[config.mk]
export PLATFORM = sky130hd
export DESIGN_NAME = pipeline_ctrl_flat
export DESIGN_NICKNAME = d
export VERILOG_FILES = /design/src/rtl/pipeline_ctrl_if.sv /design/src/rtl/pipeline_ctrl.sv /design/src/flat_wrapper.sv
export SDC_FILE = /design/constraint.sdc
export NUM_CORES = 1
export LEC_CHECK = 0
export CORE_AREA = 4 4 72 74
export DETAILED_ROUTE_END_ITERATION = 10
export DIE_AREA = 0 0 76 78
export GPL_TIMING_DRIVEN = 0
export PLACE_DENSITY = 0.78
export RECOVER_POWER = 100
export SLEW_MARGIN = 10
export SYNTH_ARGS = -nofsm -noshare
export SYNTH_HDL_FRONTEND = slang
export SYNTH_SLANG_ARGS = --single-unit
[constraint.sdc]
create_clock -name i_clk -period 3.41 [get_ports i_clk]
set_clock_uncertainty 0.15 [all_clocks]
set_input_delay 0.682 -clock i_clk [delete_from_list [all_inputs] [get_ports i_clk]]
set_output_delay 0.682 -clock i_clk [all_outputs]
set_load 0.02 [all_outputs]
[src/rtl/pipeline_ctrl_if.sv]
// Control/status bundle between the debug unit + hazard sources and the
// pipeline sequencing controller. The master drives the requests and hazard
// inputs; the slave (the controller) drives enables, flushes and status.
// Handshake semantics: i_run, i_step and i_stop are single-cycle level pulses
// sampled on the rising clock edge. There is no ready/acknowledge path, and a
// pulse that arrives in a state that ignores it is simply dropped.
interface pipeline_ctrl_if #(
  parameter int REG_ADDR_SIZE = 5,
  parameter int COUNTER_SIZE  = 32
);
  logic                     i_run;
  logic                     i_step;
  logic                     i_stop;
  logic                     i_halt_id;
  logic                     i_id_ex_mem_read;
  logic [REG_ADDR_SIZE-1:0] i_id_ex_rt;
  logic [REG_ADDR_SIZE-1:0] i_if_id_rs;
  logic [REG_ADDR_SIZE-1:0] i_if_id_rt;
  logic                     i_branch_taken;
  logic                     o_pc_enable;
  logic                     o_if_id_enable;
  logic                     o_id_ex_enable;
  logic                     o_ex_mem_enable;
  logic                     o_mem_wb_enable;
  logic                     o_if_id_flush;
  logic                     o_id_ex_flush;
  logic                     o_halted;
  logic [COUNTER_SIZE-1:0]  o_cycle_count;

  modport master (
    output i_run, i_step, i_stop, i_halt_id, i_id_ex_mem_read,
           i_id_ex_rt, i_if_id_rs, i_if_id_rt, i_branch_taken,
    input  o_pc_enable, o_if_id_enable, o_id_ex_enable, o_ex_mem_enable,
           o_mem_wb_enable, o_if_id_flush, o_id_ex_flush, o_halted,
           o_cycle_count
  );

  modport slave (
    input  i_run, i_step, i_stop, i_halt_id, i_id_ex_mem_read,
           i_id_ex_rt, i_if_id_rs, i_if_id_rt, i_branch_taken,
    output o_pc_enable, o_if_id_enable, o_id_ex_enable, o_ex_mem_enable,
           o_mem_wb_enable, o_if_id_flush, o_id_ex_flush, o_halted,
           o_cycle_count
  );
endinterface

[src/rtl/pipeline_ctrl.sv]
// Sequencing and hazard controller for the 5-stage MIPS pipeline: run/step
// control from the debug unit, load-use bubbles, wrong-path squash on taken
// branches, and a HALT drain that reports halted once MEM/WB is clear.
module pipeline_ctrl #(
  parameter int REG_ADDR_SIZE = 5,
  parameter int COUNTER_SIZE  = 32,
  parameter int DRAIN_CYCLES  = 3
) (
  input  logic               i_clk,
  input  logic               i_reset,
  pipeline_ctrl_if.slave     bus,
  output logic [2:0]         o_state
);

  localparam int CNT_W = (DRAIN_CYCLES > 1) ? $clog2(DRAIN_CYCLES) : 1;

  typedef enum logic [2:0] {
    S_IDLE   = 3'd0,
    S_RUN    = 3'd1,
    S_STEP   = 3'd2,
    S_DRAIN  = 3'd3,
    S_HALTED = 3'd4
  } state_t;

  state_t                  state_q, state_d;
  logic [CNT_W-1:0]        drain_cnt_q, drain_cnt_d;
  logic                    step_mode_q, step_mode_d;
  logic [COUNTER_SIZE-1:0] cycle_count_q, cycle_count_d;

  logic load_use;
  logic adv;
  logic in_drain;

  // Load-use hazard: a load in EX writes a register the ID instruction reads.
  always_comb begin
    load_use = bus.i_id_ex_mem_read && (bus.i_id_ex_rt != '0) &&
               ((bus.i_id_ex_rt == bus.i_if_id_rs) ||
                (bus.i_id_ex_rt == bus.i_if_id_rt));
  end

  // Advance qualifier. A stop request suppresses the advance in its own cycle;
  // a step-mode drain only moves on a step pulse. Reset forces everything off.
  always_comb begin
    adv = 1'b0;
    case (state_q)
      S_RUN, S_STEP: adv = !bus.i_stop;
      S_DRAIN:       adv = !step_mode_q || bus.i_step;
      default:       adv = 1'b0;
    endcase
    adv      = adv && !i_reset;
    in_drain = (state_q == S_DRAIN);
  end

  // Next-state, drain counter and cycle counter.
  always_comb begin
    state_d       = state_q;
    drain_cnt_d   = drain_cnt_q;
    step_mode_d   = step_mode_q;
    cycle_count_d = cycle_count_q + COUNTER_SIZE'(adv);
    case (state_q)
      S_IDLE: begin
        if (bus.i_run)       state_d = S_RUN;
        else if (bus.i_step) state_d = S_STEP;
      end
      S_RUN, S_STEP: begin
        if (bus.i_stop) begin
          state_d = S_IDLE;
        end else if (bus.i_halt_id && !load_use) begin
          // HALT leaves ID this cycle; a stalled HALT waits in ID instead.
          state_d     = S_DRAIN;
          drain_cnt_d = CNT_W'(DRAIN_CYCLES - 1);
          step_mode_d = (state_q == S_STEP);
        end else if (state_q == S_STEP) begin
          state_d = S_IDLE;
        end
      end
      S_DRAIN: begin
        if (adv) begin
          if (drain_cnt_q == '0) state_d = S_HALTED;
          else                   drain_cnt_d = drain_cnt_q - 1'b1;
        end
      end
      S_HALTED: state_d = S_HALTED;
      default:  state_d = S_IDLE;
    endcase
  end

  // State, drain counter and cycle counter registers.
  always_ff @(posedge i_clk or posedge i_reset) begin
    if (i_reset) begin
      state_q       <= S_IDLE;
      drain_cnt_q   <= '0;
      step_mode_q   <= 1'b0;
      cycle_count_q <= '0;
    end else begin
      state_q       <= state_d;
      drain_cnt_q   <= drain_cnt_d;
      step_mode_q   <= step_mode_d;
      cycle_count_q <= cycle_count_d;
    end
  end

  // Enables and flushes. Load-use outranks a taken branch: the branch is
  // re-resolved next cycle once the loaded operand is forwarded.
  always_comb begin
    bus.o_ex_mem_enable = adv;
    bus.o_mem_wb_enable = adv;
    bus.o_id_ex_enable  = adv;
    bus.o_pc_enable     = adv && !load_use && !in_drain;
    bus.o_if_id_enable  = adv && !load_use && !in_drain;
    bus.o_id_ex_flush   = adv && load_use;
    bus.o_if_id_flush   = adv && bus.i_branch_taken && !load_use && !in_drain;
    bus.o_halted        = (state_q == S_HALTED);
    bus.o_cycle_count   = cycle_count_q;
    o_state             = state_q;
  end

endmodule

[src/flat_wrapper.sv]
// flat-port wrapper written by rule: the top's interface ports become plain ports
module pipeline_ctrl_flat 
#(
  parameter int REG_ADDR_SIZE = 5,
  parameter int COUNTER_SIZE  = 32,
  parameter int DRAIN_CYCLES  = 3
)
  (i_clk, i_reset, o_state, bus_i_run, bus_i_step, bus_i_stop, bus_i_halt_id, bus_i_id_ex_mem_read, bus_i_id_ex_rt, bus_i_if_id_rs, bus_i_if_id_rt, bus_i_branch_taken, bus_o_pc_enable, bus_o_if_id_enable, bus_o_id_ex_enable, bus_o_ex_mem_enable, bus_o_mem_wb_enable, bus_o_if_id_flush, bus_o_id_ex_flush, bus_o_halted, bus_o_cycle_count);
  pipeline_ctrl_if #(.REG_ADDR_SIZE(REG_ADDR_SIZE), .COUNTER_SIZE(COUNTER_SIZE)) bus_i ();
  input  logic i_clk;
  input  logic i_reset;
  output logic [2:0] o_state;
  input wire logic [$bits(bus_i.i_run)-1:0] bus_i_run;
  input wire logic [$bits(bus_i.i_step)-1:0] bus_i_step;
  input wire logic [$bits(bus_i.i_stop)-1:0] bus_i_stop;
  input wire logic [$bits(bus_i.i_halt_id)-1:0] bus_i_halt_id;
  input wire logic [$bits(bus_i.i_id_ex_mem_read)-1:0] bus_i_id_ex_mem_read;
  input wire logic [$bits(bus_i.i_id_ex_rt)-1:0] bus_i_id_ex_rt;
  input wire logic [$bits(bus_i.i_if_id_rs)-1:0] bus_i_if_id_rs;
  input wire logic [$bits(bus_i.i_if_id_rt)-1:0] bus_i_if_id_rt;
  input wire logic [$bits(bus_i.i_branch_taken)-1:0] bus_i_branch_taken;
  output wire logic [$bits(bus_i.o_pc_enable)-1:0] bus_o_pc_enable;
  output wire logic [$bits(bus_i.o_if_id_enable)-1:0] bus_o_if_id_enable;
  output wire logic [$bits(bus_i.o_id_ex_enable)-1:0] bus_o_id_ex_enable;
  output wire logic [$bits(bus_i.o_ex_mem_enable)-1:0] bus_o_ex_mem_enable;
  output wire logic [$bits(bus_i.o_mem_wb_enable)-1:0] bus_o_mem_wb_enable;
  output wire logic [$bits(bus_i.o_if_id_flush)-1:0] bus_o_if_id_flush;
  output wire logic [$bits(bus_i.o_id_ex_flush)-1:0] bus_o_id_ex_flush;
  output wire logic [$bits(bus_i.o_halted)-1:0] bus_o_halted;
  output wire logic [$bits(bus_i.o_cycle_count)-1:0] bus_o_cycle_count;
  assign bus_i.i_run = bus_i_run;
  assign bus_i.i_step = bus_i_step;
  assign bus_i.i_stop = bus_i_stop;
  assign bus_i.i_halt_id = bus_i_halt_id;
  assign bus_i.i_id_ex_mem_read = bus_i_id_ex_mem_read;
  assign bus_i.i_id_ex_rt = bus_i_id_ex_rt;
  assign bus_i.i_if_id_rs = bus_i_if_id_rs;
  assign bus_i.i_if_id_rt = bus_i_if_id_rt;
  assign bus_i.i_branch_taken = bus_i_branch_taken;
  assign bus_o_pc_enable = bus_i.o_pc_enable;
  assign bus_o_if_id_enable = bus_i.o_if_id_enable;
  assign bus_o_id_ex_enable = bus_i.o_id_ex_enable;
  assign bus_o_ex_mem_enable = bus_i.o_ex_mem_enable;
  assign bus_o_mem_wb_enable = bus_i.o_mem_wb_enable;
  assign bus_o_if_id_flush = bus_i.o_if_id_flush;
  assign bus_o_id_ex_flush = bus_i.o_id_ex_flush;
  assign bus_o_halted = bus_i.o_halted;
  assign bus_o_cycle_count = bus_i.o_cycle_count;
  pipeline_ctrl #(.REG_ADDR_SIZE(REG_ADDR_SIZE), .COUNTER_SIZE(COUNTER_SIZE), .DRAIN_CYCLES(DRAIN_CYCLES)) u_core (.i_clk(i_clk), .i_reset(i_reset), .bus(bus_i), .o_state(o_state));
endmodule
# Word-level counts from Yosys, hierarchy flattened
# Index checks and enable logic that the tools add are counted.
# W data, S select, Z words.
# classes
n_addsub	2
n_eq_ne	13
muxes	14
n_bitwise	1
reduce_logical	25
# ops
operator	count
$add A32 B1 Y32	1
$mux W3	7
$pmux W3 S4	1
$eq A5 B5 Y1	2
$logic_and A1 B1 Y1	10
$mux W2	4
$eq A3 B2 Y1 const B	2
$ne A2 B2 Y1 const B	3
$logic_not A1 Y1	5
$reduce_and A5 Y1	1
$reduce_bool A5 Y1	1
$ne A2 B1 Y1 const B	2
$ne A4 B2 Y1 const B	1
$pmux W2 S2	1
$reduce_and A4 Y1	1
$eq A3 B1 Y1 const B	1
$eq A3 B3 Y1 const B	1
$logic_not A3 Y1	1
$ne A3 B3 Y1 const B	1
$reduce_and A3 Y1	1
$logic_not A2 Y1	1
$logic_or A1 B1 Y1	2
$pmux W1 S2	1
$reduce_bool A2 Y1	1
other kinds (3)	3
# totals
regBits	38
input_bits	23
output_inout_bits	43
elab_cells	59

# Depth between registers and ports, before layout
# depth
ltp_word	8
depth_mapped	12
ltp_nobuf	11

# Worst setup path before layout
# No wires, ideal clock.
# synth_path
path_type	register to register
from	reg u_core.state_q[0], in the netlist u_core.o_state[0]
to	reg u_core.cycle_count_q[28], in the netlist u_core.bus.o_cycle_count[28]
setup_time_ns	0.129
arrival_time_ns	2.740
t_required_ns	3.131
slack_ns	0.391
path_stages_with_launch	13
n_path_buf	1
period_less_slack_ns	3.019
cell_sequence	dfrtp_1 buf_2 xnor2_1 o22ai_1 nand2_1 inv_1 ha_1 ha_1 nand4_2 nor4_4 and2_4 nand4_1 xnor2_1
# synth_between
elab_chain_len	5
elab_cells_between_ends	7
cone_classes	add/sub: 1; eq/ne: 3; mux: 1; reduce/logical: 2
# synth_lines
element	line	text
start: declaration	pipeline_ctrl.sv:25	state_t state_q, state_d;
start signal: assignment	pipeline_ctrl.sv:96	state_q <= state_d;
$eq A3 B1 Y1 or $eq A3 B2 Y1 (tied branches)	pipeline_ctrl.sv:45	case (state_q)
$reduce_or A2 Y1	pipeline_ctrl.sv:45	
$pmux W1 S2 (*)	pipeline_ctrl.sv:45	
$logic_and A1 B1 Y1 (*)	pipeline_ctrl.sv:50	adv = adv && !i_reset;
via bus_o_ex_mem_enable	flat_wrapper.sv:25	output wire logic [$bits(bus_i.o_ex_mem_enable)-1:0] bus_o_ex_mem_enable;
$add A32 B1 Y32 (*)	pipeline_ctrl.sv:59	cycle_count_d = cycle_count_q + COUNTER_SIZE'(adv);
via u_core.cycle_count_d[28]	pipeline_ctrl.sv:28	logic [COUNTER_SIZE-1:0] cycle_count_q, cycle_count_d;
end signal: assignment	pipeline_ctrl.sv:99	cycle_count_q <= cycle_count_d;
end: declaration	pipeline_ctrl.sv:28	
# The timed path passes the listed nets; every way through them passes the cells marked *.
# A chain may end at the register's enable or synchronous reset.

# Worst setup path after layout
# layout_path
from	in bus_i_id_ex_rt[0]
to	out bus_o_if_id_flush
# layout_between
elab_chain_len	6
elab_cells_between_ends	9
cone_classes	eq/ne: 2; reduce/logical: 7
# layout_lines
element	line	text
start: declaration	flat_wrapper.sv:18	input wire logic [$bits(bus_i.i_id_ex_rt)-1:0] bus_i_id_ex_rt;
$eq A5 B5 Y1 (tied with other cells)	pipeline_ctrl.sv:37	((bus.i_id_ex_rt == bus.i_if_id_rs) ||
$logic_or A1 B1 Y1 or $logic_and A1 B1 Y1 (tied branches)	pipeline_ctrl.sv:37, pipeline_ctrl.sv:36	
$logic_and A1 B1 Y1 (*)	pipeline_ctrl.sv:36	load_use = bus.i_id_ex_mem_read && (bus.i_id_ex_rt != '0) &&
$logic_not A1 Y1 (*)	pipeline_ctrl.sv:112	bus.o_if_id_flush = adv && bus.i_branch_taken && !load_use && !in_drain;
$logic_and A1 B1 Y1 (*) (2 in a row)	pipeline_ctrl.sv:112	
end: declaration	flat_wrapper.sv:27	output wire logic [$bits(bus_i.o_if_id_flush)-1:0] bus_o_if_id_flush;
# Mark *: on every way between the ends. The rest lies on a longest branch, timed or not.

==> results.cfg <==
[critical_path]
reg2reg_depth = 13
critPathMaxFanout = 8
critPathLaunchType = input port
cp.required_ns = 2.58
crit_type = input port to output port
r2r_start = u_core.o_state[0]
r2r_slack_ns = 0.53
worstPathArrival_ns = 2.50
crit_path_end_kind = output port
r2r-end = u_core.bus.o_cycle_count[28]

[route]
wl_per_cell_microns = 13.0
ant_nets = 0
vias = 1648
drt_wl_total_mm = 4.17
viasPerCell = 5.15
drt_first_pass_iters = 6
drc_errors = 0
dr.first_iter.drc_count = 71

[placed_design]
port-buffer-count = 65
dp_slack_ns = -0.287
hpwl_mm = 3.27
place_congestion = 0.800

[hold_path]
holdPathEnd = u_core.bus.o_cycle_count[31]
whs_path_depth = 1
worstHoldStart = u_core.bus.o_cycle_count[31]
hp-class = register to register

[clock_network]
clkTransAtPathRegs_ns = 0.07
clock-sinks = 38
insertion_delay_ns = 0.28
cts_tree = done
numCtsBuffers = 5
cts_hold_buf = 0
clock_path_buffers = 2
cts-root-buf = clkbuf_8
htree_levels = 2

[logic_synthesis]
synth.top_cell.area_share = 0.471
syn-num-nets = 217
synth.most_common_cell = dfrtp_1
synthTopCellsByCount = dfrtp_1, xnor2_1, xor2_1, nand2_1, nand3_1
syn-cell-area_sq_um = 2020
synth_seq_cells = 38
ys_warn_count = 0
ys_seq_area_frac = 0.471
syn_avg_cell_area_sq_um = 10.6
ys.flop_type = dfrtp_1
postSynth.asyncResetShare = 1.00
synth_cell_type_count = 43
synth_edf_count = 0
syn-instance-count = 191
synth.largest_area_cell = dfrtp_1
synth_area_leaders = dfrtp_1, xnor2_1, xor2_1

[floorplan]
rows = 25
die_w_microns = 76
start_util = 0.439
core_sq_um = 4600
die_area_sq_um = 5930
ios = 66
fp.dieH_microns = 78

[sta]
max_slew_margin = 0.0253
slew_viol_final = 0
final-hold-violation-count = 0
grt_setup_unrepaired = no
worst_slew_pin_slew_ns = 1.46
setup_viol_count_final = 0
post-route-period-util = 0.977
min_period_ns = 3.33
holdWs_ns = 0.329
timing.final.ws_setup_ns = 0.0793
fmax_ghz = 0.300
tns_ns = 0

[global_routing]
grt_pass1_wl_mm = 7.11
grt_overflow = 0
grt_util_all_layers = 0.145
grt_max_degree = 40
antenna_found_initial = 0
grt_pass1_vias = 1614

[power_and_ir_drop]
power_per_cell_area_nw_per_um2 = 338
total_power_uw = 973
leakagePower_nw = 1.42
vdd_drop_max_mv = 0.139

[status]
status = complete, no violations

[finish]
drive_above_1_share = 0.117
fin_nets = 291
area_growth_pct = 42.7
diodes = 0

[flow_run]
maxCapViolCount = 0
[routing by layer]
metal  part of all wire  global-route usage
met1               0.41               0.174
met3              0.088              0.0534
met4             0.0089              0.0338
met5                  0                   0
met2               0.49               0.245
[registers in the layout, indices dropped and copies added (netlist names)]
register	count
u_core.bus.o_cycle_count	32
u_core.o_state	3
u_core.drain_cnt_q	2
u_core.step_mode_q	1
[cells by family after synthesis]
family	synth area share
and+or+nand+nor	0.206
xor gates and xnor gates	0.178
DFF	0.471
AOI/OAI and AO/OA	0.0824
buffers and inverters	0.0390
adders and majority gates	0.0186
muxes	0.00496
[final cells by class]
| cell class | count | area, sq um |
|---|---|---|
| fill | 383 | 1720 |
| multi-input combinational | 136 | 983 |
| sequential | 38 | 951 |
| timing repair buffer | 67 | 658 |
| clock buffer | 6 | 82.6 |
| tap | 54 | 67.6 |
| clock inverter | 2 | 60.1 |
| buffer | 7 | 41.3 |
| inverter | 10 | 37.5 |
[placed cells by master, fill, tap and decap left out, types with 3 or more instances in the layout]
master           count
dlygate4sd3_1       38
nand4_1              4
inv_1               10
xnor2_1             24
clkdlybuf4s50_1     23
dfrtp_1             38
buf_2                3
xor2_1              17
ha_1                 3
nand2_1             16
o21ai_0              3
nor2_1              11
nor3_1               4
clkbuf_8             6
o22ai_1              3
buf_4                4
and3_1               4
nand3_1             14
[worst max-delay path by stage]
| stage | start | to | slack (ns) | cells after the start |
|---|---|---|---|---|
| 2_1_floorplan | u_core.o_state[0] | u_core.bus.o_cycle_count[28] | 0.39 | 12 |
| 3_5_place_dp | bus_i_id_ex_rt[0] | bus_o_pc_enable | -0.29 | 6 |
| 5_1_grt | bus_i_step | bus_o_id_ex_enable | 0.007 | 7 |
| 4_1_cts | bus_i_step | u_core.bus.o_cycle_count[28] | 0.03 | 12 |
| 3_3_place_gp | bus_i_id_ex_rt[0] | bus_o_pc_enable | -0.29 | 6 |
| 6_report | bus_i_id_ex_rt[0] | bus_o_if_id_flush | 0.08 | 5 |
[worst max-delay path: stages]
cell and delay (ns):
clkdlybuf4s50_1 0.47, or4_4 0.57, o21ai_4 0.23, o2111a_1 0.20, dlygate4sd2_1 0.33
[where the power goes]
part	total [mW]	internal (mW)	switching [mW]
clock network	0.461	0.312	0.149
registers	0.451	0.451	0.000327
logic	0.0608	0.0321	0.0287
[through the flow]
step	area, sq um	cells	utilization
finish	2880	320	0.627
global route	2880	320	0.627
CTS	2870	318	0.625
detailed placement	2740	310	0.595
global placement	2740	310	0.595
floorplan	2020	191	-
[timing repair]
item	4_1_cts	5_1_grt
resized for setup	5	1
setup endpoints to repair	4	5
setup buffers	0	2
pin swaps	0	1
(Power assumes the default switching activity.)
